[src/rtl/sram_copy_engine_if.sv]
// sram_copy_engine_if
//   Bundles the copy engine's command/status handshake together with its
//   SRAM bus.
//   master : the copy engine. It drives busy, done, Address, SRAMRead,
//            SRAMWrite and Datain. It samples start, src_addr, dst_addr,
//            length and Dataout.
//   slave  : the requester plus the SRAM. It drives the command inputs and
//            Dataout, and observes the engine outputs.
`timescale 1ns/1ps
interface sram_copy_engine_if;
  logic       start;
  logic [7:0] src_addr;
  logic [7:0] dst_addr;
  logic [7:0] length;
  logic       busy;
  logic       done;
  logic [7:0] Address;
  logic       SRAMRead;
  logic       SRAMWrite;
  logic [7:0] Datain;
  logic [7:0] Dataout;

  modport master (
    input  start, src_addr, dst_addr, length, Dataout,
    output busy, done, Address, SRAMRead, SRAMWrite, Datain
  );

  modport slave (
    output start, src_addr, dst_addr, length, Dataout,
    input  busy, done, Address, SRAMRead, SRAMWrite, Datain
  );
endinterface

[src/rtl/sram_copy_engine.sv]
// sram_copy_engine
//   Byte-copy DMA engine that masters a 256x8 SRAM. A start pulse in IDLE
//   copies `length` bytes, walking upward from src_addr to dst_addr. Each
//   byte takes three cycles: a read (RD), a capture of the registered read
//   data (CAP), and a write (WR). Pointers wrap modulo 256.
//   Ports:
//     clk   : system clock, rising edge
//     Reset : synchronous, active-low reset
//     bus   : master side of sram_copy_engine_if. It carries the
//             start/src_addr/dst_addr/length command, the busy/done status,
//             and the Address/SRAMRead/SRAMWrite/Datain/Dataout SRAM port.
`timescale 1ns/1ps
module sram_copy_engine (
  input  logic               clk,
  input  logic               Reset,
  sram_copy_engine_if.master bus
);

  localparam int ADDR_W = 8;
  localparam int DATA_W = 8;

  localparam logic [2:0] S_IDLE = 3'd0;
  localparam logic [2:0] S_RD   = 3'd1;
  localparam logic [2:0] S_CAP  = 3'd2;
  localparam logic [2:0] S_WR   = 3'd3;
  localparam logic [2:0] S_DONE = 3'd4;

  logic [2:0]        state;
  logic [ADDR_W-1:0] src_ptr;
  logic [ADDR_W-1:0] dst_ptr;
  logic [7:0]        remaining;
  logic [DATA_W-1:0] data_buf;

  // Sequencer: the state and operand registers advance on the rising edge.
  always_ff @(posedge clk) begin
    if (!Reset) begin
      state     <= S_IDLE;
      src_ptr   <= '0;
      dst_ptr   <= '0;
      remaining <= '0;
      data_buf  <= '0;
    end else begin
      case (state)
        S_IDLE: begin
          if (bus.start) begin
            src_ptr   <= bus.src_addr;
            dst_ptr   <= bus.dst_addr;
            remaining <= bus.length;
            state     <= (bus.length != 8'd0) ? S_RD : S_DONE;
          end
        end
        S_RD: begin
          state <= S_CAP;
        end
        S_CAP: begin
          // The SRAM read is registered, so Dataout is valid only in this cycle.
          data_buf <= bus.Dataout;
          state    <= S_WR;
        end
        S_WR: begin
          // Pointers wrap naturally at 8 bits.
          src_ptr   <= src_ptr + 8'd1;
          dst_ptr   <= dst_ptr + 8'd1;
          remaining <= remaining - 8'd1;
          state     <= (remaining == 8'd1) ? S_DONE : S_RD;
        end
        S_DONE: begin
          state <= S_IDLE;
        end
        default: begin
          state <= S_IDLE;
        end
      endcase
    end
  end

  // Output decode: the outputs depend only on the registered state, so
  // every output reads 0 straight after a reset edge.
  always_comb begin
    bus.busy      = 1'b0;
    bus.done      = 1'b0;
    bus.Address   = '0;
    bus.SRAMRead  = 1'b0;
    bus.SRAMWrite = 1'b0;
    bus.Datain    = '0;
    case (state)
      S_RD: begin
        bus.Address  = src_ptr;
        bus.SRAMRead = 1'b1;
        bus.busy     = 1'b1;
      end
      S_CAP: begin
        bus.busy = 1'b1;
      end
      S_WR: begin
        bus.Address   = dst_ptr;
        bus.Datain    = data_buf;
        bus.SRAMWrite = 1'b1;
        bus.busy      = 1'b1;
      end
      S_DONE: begin
        bus.done = 1'b1;
      end
      default: begin
      end
    endcase
  end

endmodule
[src/flat_wrapper.sv]
// flat-port wrapper written by rule: the top's interface ports become plain ports
module sram_copy_engine_flat 
  (clk, Reset, bus_start, bus_src_addr, bus_dst_addr, bus_length, bus_Dataout, bus_busy, bus_done, bus_Address, bus_SRAMRead, bus_SRAMWrite, bus_Datain);
  sram_copy_engine_if bus_i ();
  input  logic clk;
  input  logic Reset;
  input wire logic [$bits(bus_i.start)-1:0] bus_start;
  input wire logic [$bits(bus_i.src_addr)-1:0] bus_src_addr;
  input wire logic [$bits(bus_i.dst_addr)-1:0] bus_dst_addr;
  input wire logic [$bits(bus_i.length)-1:0] bus_length;
  input wire logic [$bits(bus_i.Dataout)-1:0] bus_Dataout;
  output wire logic [$bits(bus_i.busy)-1:0] bus_busy;
  output wire logic [$bits(bus_i.done)-1:0] bus_done;
  output wire logic [$bits(bus_i.Address)-1:0] bus_Address;
  output wire logic [$bits(bus_i.SRAMRead)-1:0] bus_SRAMRead;
  output wire logic [$bits(bus_i.SRAMWrite)-1:0] bus_SRAMWrite;
  output wire logic [$bits(bus_i.Datain)-1:0] bus_Datain;
  assign bus_i.start = bus_start;
  assign bus_i.src_addr = bus_src_addr;
  assign bus_i.dst_addr = bus_dst_addr;
  assign bus_i.length = bus_length;
  assign bus_i.Dataout = bus_Dataout;
  assign bus_busy = bus_i.busy;
  assign bus_done = bus_i.done;
  assign bus_Address = bus_i.Address;
  assign bus_SRAMRead = bus_i.SRAMRead;
  assign bus_SRAMWrite = bus_i.SRAMWrite;
  assign bus_Datain = bus_i.Datain;
  sram_copy_engine u_core (.clk(clk), .Reset(Reset), .bus(bus_i));
endmodule
[config.mk]
export PLATFORM = sky130hd
export DESIGN_NAME = sram_copy_engine_flat
export DESIGN_NICKNAME = d
export VERILOG_FILES = /design/src/rtl/sram_copy_engine_if.sv /design/src/rtl/sram_copy_engine.sv /design/src/flat_wrapper.sv
export SDC_FILE = /design/constraint.sdc
export NUM_CORES = 1
export LEC_CHECK = 0
export ABC_AREA = 1
export BUFFER_PORTS_ARGS = -buffer_cell sky130_fd_sc_hd__buf_2
export CAP_MARGIN = 20
export CORE_ASPECT_RATIO = 2
export CORE_MARGIN = 1.5
export CORE_UTILIZATION = 40
export CTS_BUF_LIST = sky130_fd_sc_hd__clkbuf_4 sky130_fd_sc_hd__clkbuf_8
export CTS_CLUSTER_SIZE = 40
export DETAILED_ROUTE_END_ITERATION = 12
export HOLD_SLACK_MARGIN = 0.1
export SETUP_SLACK_MARGIN = 0.1
export SLEW_MARGIN = 20
export SYNTH_ARGS = -nofsm -noshare
export SYNTH_HDL_FRONTEND = slang
export SYNTH_SLANG_ARGS = --single-unit
[constraint.sdc]
create_clock -name clk -period 1.6 [get_ports clk]
set_input_delay 0.08 -clock clk [delete_from_list [all_inputs] [get_ports clk]]
set_output_delay 0.08 -clock clk [all_outputs]
set_load 0.05 [all_outputs]
==> results of run 1 <==
[metrics by stage]
step	total power, mW	hold slack [ns]	setup WS, ns
2_1_floorplan	1.89	0.218	-0.213
3_3_place_gp	2.17	0.324	0.166
3_5_place_dp	2.18	0.330	0.111
4_1_cts	3.06	0.101	-0.00396
5_1_grt	3.33	0.103	-0.0281
6_report	3.14	0.0886	-0.0187
[registers in the layout, summed over array words and instances (netlist names)]
| signal | cells |
|---|---|
| u_core.dst_ptr | 8 |
| u_core.data_buf | 8 |
| u_core.state | 3 |
| u_core.remaining | 8 |
| u_core.src_ptr | 8 |
[layout by cell type, fill, tap and decap left out, types with 2 or more instances in the layout]
cell,instances
dfxtp_4,2
clkbuf_8,7
o21ai_0,16
buf_8,5
nand4_1,2
buf_2,36
xor2_1,2
dfxtp_1,32
buf_12,2
a31oi_1,5
a211oi_1,3
o211ai_1,5
o22ai_4,3
a21oi_1,21
nand3b_1,2
inv_2,2
nand3_4,2
nand2_1,72
o21ai_4,2
dlygate4sd3_1,22
nor2_4,5
buf_6,14
nor2_2,4
buf_4,22
a22o_4,2
nor2_1,42
nand3_1,21
inv_4,2
ha_1,4
o21ai_1,4
clkbuf_4,2
inv_1,32
o221ai_1,3
[per-layer routing]
| layer | up-vias | global-route usage [%] | wire length (um) |
|---|---|---|---|
| met5 | - | 0 | 0 |
| met4 | 0 | 8.97 | 114 |
| met3 | 10 | 4.74 | 282 |
| met2 | 68 | 42.4 | 3430 |
| met1 | 1106 | 27.7 | 2450 |
| li1 | 1211 | - | - |
[path summary, 6_finish.rpt]
check	slack, ns	to	from	depth (start not counted)
hold reg to reg	0.47	u_core.data_buf[5]	u_core.data_buf[5]	2
hold / removal	0.09	u_core.data_buf[1]	bus_Dataout[1]	3
setup reg to reg	0.17	u_core.dst_ptr[4]	u_core.state[1]	8
setup / recovery	-0.02	bus_Address[6]	u_core.state[1]	5
[cells in the mapped netlist (3+ instances only)]
cell	count	area (um2)
o221ai_1	3	26.3
o22ai_1	4	25.0
a31oi_1	5	31.3
o21ai_1	4	20.0
inv_2	4	15.0
nor2_1	50	188
ha_1	4	50.1
dfxtp_1	35	701
clkbuf_1	3	11.3
nand2_1	72	270
inv_1	34	128
o21ai_0	19	95.1
a211oi_1	3	22.5
nand3_1	21	105
o211ai_1	5	37.5
a21oi_1	21	105
buf_2	6	30.0
[worst max-delay path, cell delays in order (launching register included)]
cell        delay (ns)
dfxtp_4           0.37
nor3_4            0.25
clkinvlp_4        0.15
buf_12            0.16
o21ai_4           0.13
buf_6             0.17
[logic make-up after synthesis]
family | Yosys count | share of synthesized area, %
and+or+nand+nor | 153 | 31.9
AOI/OAI and AO/OA | 67 | 19.1
buffers and inverters | 51 | 10.9
DFF | 35 | 34.4
adders and majority gates | 4 | 2.46
xor gates and xnor gates | 3 | 1.29
[area by class of cell]
| class | instances | area (um2) |
|---|---|---|
| inverters | 38 | 159 |
| multi-input cells | 227 | 1260 |
| repair buffers | 102 | 846 |
| flip-flops and latches | 35 | 709 |
| well taps | 57 | 71.3 |
| fillers | 459 | 1720 |
| clock buffers | 8 | 104 |
[timing repair]
item                       4_1_cts  5_1_grt
hold buffers                    21        1
buffers inserted                 6        6
hold endpoints to repair        21        1
pin swaps                        1        2
setup endpoints to repair       18       36
resized for setup               35       32
[report_power, final]
part | total, mW | internal, mW | switching [mW]
combinational | 1.26 | 0.514 | 0.751
clock | 0.747 | 0.410 | 0.337
sequential | 1.13 | 1.01 | 0.116
total | 3.14 | 1.94 | 1.20
==> metrics, run 1 <==
outcome complete, but fails checks; failing checks setup timing; final setup fails 3; vias in the first global route between 2000 and 2500; Die Span X 53.4 um; clock-pin transition on the worst setup and hold timing paths 0.07 ns; initial antenna violation count 0; Startpoint Class flop; CP required about 1.5 ns; critical path type reg2out; ys async rst share 0%; Root Buffer clkbuf_8; Max Clk Rate 0.618 GHz; Detailed Place HPWL between 4 and 5 mm; RSZ-0062 raised after global routing true; Placeable Area 4860 um2; GPL Wtd Cong a little over 0.8; Residual DRC 0; First-pass DRT Iterations 5; Hold Violations, Final 0; Overall Global Routing Usage between 20% and 30%; ant diodes 0; CP max FO 6; Post-synth EDFFs 0; number of H-tree levels 2; Worst VDD drop 0.812 mV; Layout Cells excl Fill 467; max-cap viol count 0; clock skew a little under 0.009 ns; post-synthesis cell area 2030 um2; crit path DAT 1.54 ns; worst setup margin -0.0187 ns; nets@finish 448; CTS tree built; initial core utilization a little over two fifths; DP Area 2500 um2; crit path time final between 1.5 and 2 ns; relative slew slack 67.8%; Seq/Total Area, Yosys 34.4%; HP Class in2reg; Primary FF master, synth dfxtp_1; area grow syn2layout 54.7%; post-synthesis cell type count 30; die area 5550 um2; final core area utilization 64.7%; dpl cells 425; final instance area between 3000 and 4000 um2; pwr dens 997 nW/um2; TritonCTS buffer count 5; first-pass GRT wire length 10.1 mm; Avg WL per Cell 13.5 um; CTS Buffer Depth 2; PortBufs 54; Vias/cell 5.13; largest net degree at the start of global routing 20; via count between 2000 and 2500; #FFs+latches synth 35; Skew-Pair Late Insertion Delay approximately 0.3 ns; 1st-iter DRT viols 36; Setup TNS -0.0410 ns; chip height 104 um; Routed Antenna Nets 0; FP Rows 36; final slew viol count 0; total wire length between 6 and 7 mm; final worst-path cycle share 101%; cell count after synthesis 313; Synth Net Count roughly 350; actual slew at the worst max-slew pin 0.482 ns; share of cells above drive strength 1 28.8%; Sink Count 35; LEAKAGE between 1 and 1.5 nW; GRT overflow 0; Worst Setup End Kind output pin; Post-Syn Area per Cell 6.50 um2; Ports 55; Ys Warns 0
Power figures use the tool's default switching activity.
==> run 2: changes to the inputs <==
Settings changed: REMOVE_ABC_BUFFERS from default to 1.
==> run 2 against run 1 <==
  * The flow now finishes without violations
  * Design area down 9.6%
  * Count of clock-buffer cells in the layout down 2
  * Clock skew down 0.0070 ns
  * Worst setup slack better by 0.16 ns
  * Register-to-register slack better by 0.02 ns
  * Die area unchanged
  * Critical endpoint is now bus_done
  * Largest cell class unchanged
  * Highest routed layer unchanged
==> metrics, run 2 (same netlist as run 1, synthesis figures left out) <==
Layout Cells excl Fill 453 (-3.0%); clock-pin transition on the worst setup and hold timing paths 0.07 ns (about the same); CP peak stage delay 0.37 ns (about the same); Overall Global Routing Usage 23.3% (-1.0 points); final worst-path cycle share 91.0% (-10 points); critical-path cell list buf_4 -> nor2_4 -> inv_1 -> nor2_1 -> buf_2; crit path DAT 1.38 ns (-0.16 ns); chip height 104 um (unchanged); Vias/cell 5.12 (-0.22%); Ports 55 (unchanged); Worst Setup End Kind output pin; WL met1 2.31 mm (-5.7%); FP Rows 36 (unchanged); Skew-Pair Late Insertion Delay 0.29 ns (about the same); Routed Antenna Nets 0 (unchanged); initial core utilization 41.8% (unchanged); GPL Wtd Cong 0.809 (-2.1%); final slew viol count 0 (unchanged); outcome finished, final reports clean; Avg WL per Cell 13.4 um (-0.45%); largest net degree at the start of global routing 24 (+20%); setup slack at placement 0.183 ns (+0.0718 ns); CP max FO 5 (-1); WHS Path Cells 5 (+2); pwr dens 1070 nW/um2 (+7.0%); dpl cells 422 (-0.71%); clock skew 0.00174 ns (-0.00697 ns); RR Startpoint u_core.state[0]; ant diodes 0 (unchanged); first-pass GRT wire length 9.71 mm (-4.3%); number of H-tree levels 2 (unchanged); CP required 1.52 ns (about the same); share of cells above drive strength 1 24.2% (-4.5 points); via count 2318 (-3.2%); RSZ-0062 raised after global routing true; r2r setup slk 0.19 ns (+0.02 ns); CTS Buffer Depth 2 (unchanged); worst setup margin 0.145 ns (+0.163 ns); Detailed Place HPWL 4.35 mm (-0.57%); actual slew at the worst max-slew pin 0.479 ns (-0.00285 ns); crit path time final 1.46 ns (-0.163 ns); LEAKAGE 1.27 nW (-7.5%); nets@finish 434 (-3.1%); commonest non-fill, non-tap cell in the layout nand2_1; Placeable Area 4860 um2 (unchanged); TritonCTS buffer count 5 (unchanged); Die Span X 53.4 um (unchanged); hold endpoint u_core.dst_ptr[4]; CP max stage cell dfxtp_4; DR top layer met4; First-pass DRT Iterations 4 (-1); Worst Hold Launch bus_dst_addr[4]; CTS tree built; initial antenna violation count 0 (unchanged); Sink Count 35 (unchanged); critical path type reg2out; area grow syn2layout 39.9%; die area 5550 um2 (unchanged); Setup crit start u_core.state[0]; GRT overflow 0 (unchanged); Worst VDD drop 0.693 mV (-15%); Max Clk Rate 0.687 GHz (+11%); Fillers 502 (+9.4%); max-cap viol count 0 (unchanged); 1st-iter DRT viols 40 (+11%); RR Endpoint u_core.remaining[4]; Reg2Reg Depth 8 (unchanged); final setup fails 0 (-3); DR WL met3 203 um (-28%); Pwr Total 3.04 mW (-3.2%); metal2 WL 3.40 mm (-1.0%); HP Class in2reg; most frequent cells in the layout nand2_1 (70), nor2_1 (50), buf_2 (39), inv_1 (32), dfxtp_1 (32); Hold Violations, Final 0 (unchanged); vias in the first global route 2248 (-1.1%); relative slew slack 68.0% (+0.23 points); Residual DRC 0 (unchanged); PortBufs 54 (unchanged); Startpoint Class flop; total wire length 6.07 mm (-3.4%); Root Buffer clkbuf_8
## run 2: what timing repair did
| action | 4_1_cts | 5_1_grt |
|---|---|---|
| endpoints found under the hold margin | 20 | 0 |
| gates cloned | 0 | 0 |
| pin swaps | 0 | 1 |
| setup buffers | 1 | 2 |
| hold buffers | 20 | 0 |
| resized for setup | 14 | 35 |
| endpoints found under the setup margin | 14 | 17 |
## run 2: where the power goes
| group | total (mW) | internal, mW | leakage (nW) | switching, mW |
|---|---|---|---|---|
| clock network | 0.835 | 0.504 | 0.0612 | 0.331 |
| logic | 1.07 | 0.410 | 0.918 | 0.659 |
| registers | 1.13 | 1.01 | 0.290 | 0.122 |
| total | 3.04 | 1.93 | 1.27 | 1.11 |
## run 2: area by class of cell
cell class | count | area (um2) | area share (%)
clock buffers | 6 | 82.6 | 2.90
clock inverters | 2 | 35.0 | 1.23
well taps | 57 | 71.3 | 2.51
multi-input cells | 227 | 1150 | 40.5
flip-flops and latches | 35 | 709 | 24.9
repair buffers | 88 | 643 | 22.6
inverters | 38 | 151 | 5.32
## run 2: routing by layer
| metal | GRT usage (%) | up-vias |
|---|---|---|
| met5 | 0 | - |
| met4 | 9.52 | 0 |
| met3 | 3.45 | 10 |
| met2 | 44.2 | 50 |
| met1 | 23.1 | 1072 |
| li1 | - | 1186 |
## run 2: critical path, delay by kind of cell, from the launching register on
kind	cells	cell delay [ns]
buffers and inverters	3	0.48
DFF	1	0.37
and+or+nand+nor	2	0.24
## run 2: worst max-delay path by stage
stage	slack (ns)	cells past startpoint	endpoint
after floorplan	-1.05	4	bus_Address[0]
after global placement	0.22	5	u_core.state[0]
after detailed placement	0.18	6	u_core.src_ptr[3]
after CTS	0.09	5	bus_Address[3]
after global routing	0.06	5	bus_Address[0]
final	0.14	5	bus_done
## run 2: stage by stage
step | utilization [%] | area [um2] | hold slack, ns | TNS [ns]
2_1_floorplan | - | 1960 | 0.178 | -9.20
3_3_place_gp | 48.9 | 2380 | 0.344 | 0
3_5_place_dp | 48.9 | 2380 | 0.356 | 0
4_1_cts | 56.4 | 2750 | 0.105 | 0
5_1_grt | 58.5 | 2850 | 0.121 | 0
6_report | 58.5 | 2850 | 0.108 | 0
==> run 3: changes to the inputs <==
Settings changed: GPL_TIMING_DRIVEN from default to 0, MAX_ROUTING_LAYER from default to met4, SKIP_LAST_GASP from default to 1.
==> run 3 against run 2 <==
  * Wire length is 3.2% higher
  * Sequential cell count stayed put
  * Clock skew is 0.0059 ns higher
  * Power is 3.4% lower
  * Worst hold slack worse by 0.023 ns
  * Final cell count stayed put
  * Sequential power hardly changed
  * Worst setup slack worse by 0.060 ns
==> metrics, run 3 (same netlist as run 1, synthesis figures left out) <==
outcome finished, final reports clean; initial core utilization 41.8% (unchanged); final setup fails 0 (unchanged); TritonCTS buffer count 5 (unchanged); Setup TNS 0 ns (unchanged); max-cap viol count 0 (unchanged); final instance area 2940 um2 (+3.4%); Fillers 456 (-9.2%); GPL Wtd Cong 0.795 (-1.7%); share of cells above drive strength 1 25.5% (+1.3 points); PortBufs 54 (unchanged); Pwr Total 2.93 mW (-3.4%); Residual DRC 0 (unchanged); CP peak stage delay 0.37 ns (about the same); Max Clk Rate 0.660 GHz (-3.9%); critical path type reg2out; Gate power share 38.2% (+3.0 points); CTS Buffer Depth 2 (unchanged); Sink Count 35 (unchanged); via count 2352 (+1.5%); total wire length 6.26 mm (+3.2%); r2r setup slk 0.21 ns (+0.02 ns); largest net degree at the start of global routing 25 (+4.2%); relative slew slack 68.5% (+0.55 points); clock-pin transition on the worst setup and hold timing paths 0.08 ns (about the same); crit path DAT 1.44 ns (+0.06 ns); FP Rows 36 (unchanged); RR Endpoint u_core.src_ptr[6]; Ports 55 (unchanged); Detailed Place HPWL 3.94 mm (-9.6%); Int Power 1.77 mW (-8.1%); Placeable Area 4860 um2 (unchanged); Avg WL per Cell 13.8 um (+3.2%); dpl cells 411 (-2.6%); Vias/cell 5.19 (+1.5%); Routed Antenna Nets 0 (unchanged); Hold Violations, Final 0 (unchanged); worst setup margin 0.0849 ns (-0.0597 ns); Net Switching 1.16 mW (+4.7%); CP required 1.52 ns (about the same); final worst-path cycle share 94.7% (+3.7 points); Worst VDD drop 0.624 mV (-10%); First-pass DRT Iterations 4 (unchanged); cell depth of the worst setup path 5 (unchanged); Overall Global Routing Usage 24.5% (+1.2 points); RR Startpoint u_core.state[2]; Setup crit start u_core.state[2]; chip height 104 um (unchanged); Skew-Pair Late Insertion Delay 0.29 ns (about the same); clock skew 0.00768 ns (+0.00594 ns); worst setup path endpoint bus_Address[4]; critical-path cell list inv_4 -> nand3_4 -> buf_4 -> o21ai_2 -> buf_6; final slew viol count 0 (unchanged); ant diodes 0 (unchanged); clock share of power 22.9% (-4.6 points); most frequent cells in the layout nand2_1 (71), nor2_1 (48), buf_2 (38), inv_1 (32), dfxtp_1 (32); Seq pwr share 38.9% (+1.6 points); HP Class in2reg; Layout Cells excl Fill 453 (unchanged); Crit path max-delay family buffers and inverters; Root Buffer clkbuf_8; 1st-iter DRT viols 81 (+100%); LEAKAGE 1.28 nW (+0.61%); CTS tree built; RSZ-0062 raised after global routing true; number of H-tree levels 2 (unchanged); Reg2Reg Depth 8 (unchanged); pwr dens 997 nW/um2 (-6.6%); initial antenna violation count 0 (unchanged); crit path time final 1.52 ns (+0.0597 ns); Startpoint Class flop; DP Area 2300 um2 (-3.5%); GRT overflow 0 (unchanged); vias in the first global route 2289 (+1.8%); commonest non-fill, non-tap cell in the layout nand2_1; Die Span X 53.4 um (unchanged); die area 5550 um2 (unchanged); Worst Setup End Kind output pin; CP max stage cell dfxtp_4; setup slack at placement -0.784 ns (-0.967 ns); actual slew at the worst max-slew pin 0.472 ns (-0.00766 ns); area grow syn2layout 44.6%; CP max FO 6 (+1); CP bufs+invs 3 (unchanged); nets@finish 435 (+0.23%); first-pass GRT wire length 10.0 mm (+3.3%); Sw Ratio 39.7% (+3.1 points)
-- run 3: worst min-delay path by stage --
| stage | cells past startpoint | to | startpoint | slack (ns) |
|---|---|---|---|---|
| floorplan | 2 | u_core.dst_ptr[3] | Reset | 0.18 |
| global placement | 3 | u_core.remaining[2] | bus_length[2] | 0.35 |
| detailed placement | 3 | u_core.src_ptr[4] | bus_src_addr[4] | 0.35 |
| CTS | 3 | u_core.data_buf[3] | bus_Dataout[3] | 0.10 |
| global route | 3 | u_core.data_buf[3] | bus_Dataout[3] | 0.11 |
| finish | 3 | u_core.data_buf[3] | bus_Dataout[3] | 0.08 |
-- run 3: power groups by stage --
stage	Clock, mW	Sequential (mW)	Combinational (mW)
floorplan	0	1.11	0.669
global placement	0	1.14	0.893
detailed placement	0	1.14	0.903
CTS	0.671	1.13	1.04
global route	0.710	1.16	1.25
finish	0.673	1.14	1.12
-- run 3: cell type report --
cell class                      instances  area, um2  area share (%)
Inverter                               38        164            5.57
Tap cell                               57       71.3            2.42
Clock buffer                            6       82.6            2.81
Clock inverter                          1       5.00           0.170
Timing Repair Buffer                   87        682            23.2
Timing Repair inverter                  1       8.76           0.298
Multi-Input combinational cell        228       1220            41.4
Sequential cell                        35        712            24.2
-- run 3: what timing repair did --
| item | CTS | global route |
|---|---|---|
| endpoints found under the hold margin | 19 | 0 |
| setup buffers | 10 | 4 |
| gates resized for setup | 40 | 31 |
| hold buffers | 19 | 0 |
| setup endpoints to repair | 43 | 41 |
| pin swaps | 2 | 3 |
| gates cloned | 2 | 0 |
-- run 3: metrics by stage --
step | hold slack (ns) | utilization [%]
after floorplan | 0.178 | -
after global placement | 0.346 | 47.2
after detailed placement | 0.352 | 47.2
after CTS | 0.101 | 57.7
after global routing | 0.109 | 60.5
final | 0.0850 | 60.5
-- run 3: metal layers --
layer,vias to the layer above,GRT usage [%],routed length [um]
li1,1192,-,-
met1,1088,25.9,2480
met2,63,42.9,3410
met3,9,4.17,264
met4,0,9.52,109
met5,-,-,0
-- run 3: worst min-delay path, delay by kind of cell --
family	cells	cell delay, ns
AOI/OAI and AO/OA	2	0.19
buffers and inverters	1	0.08
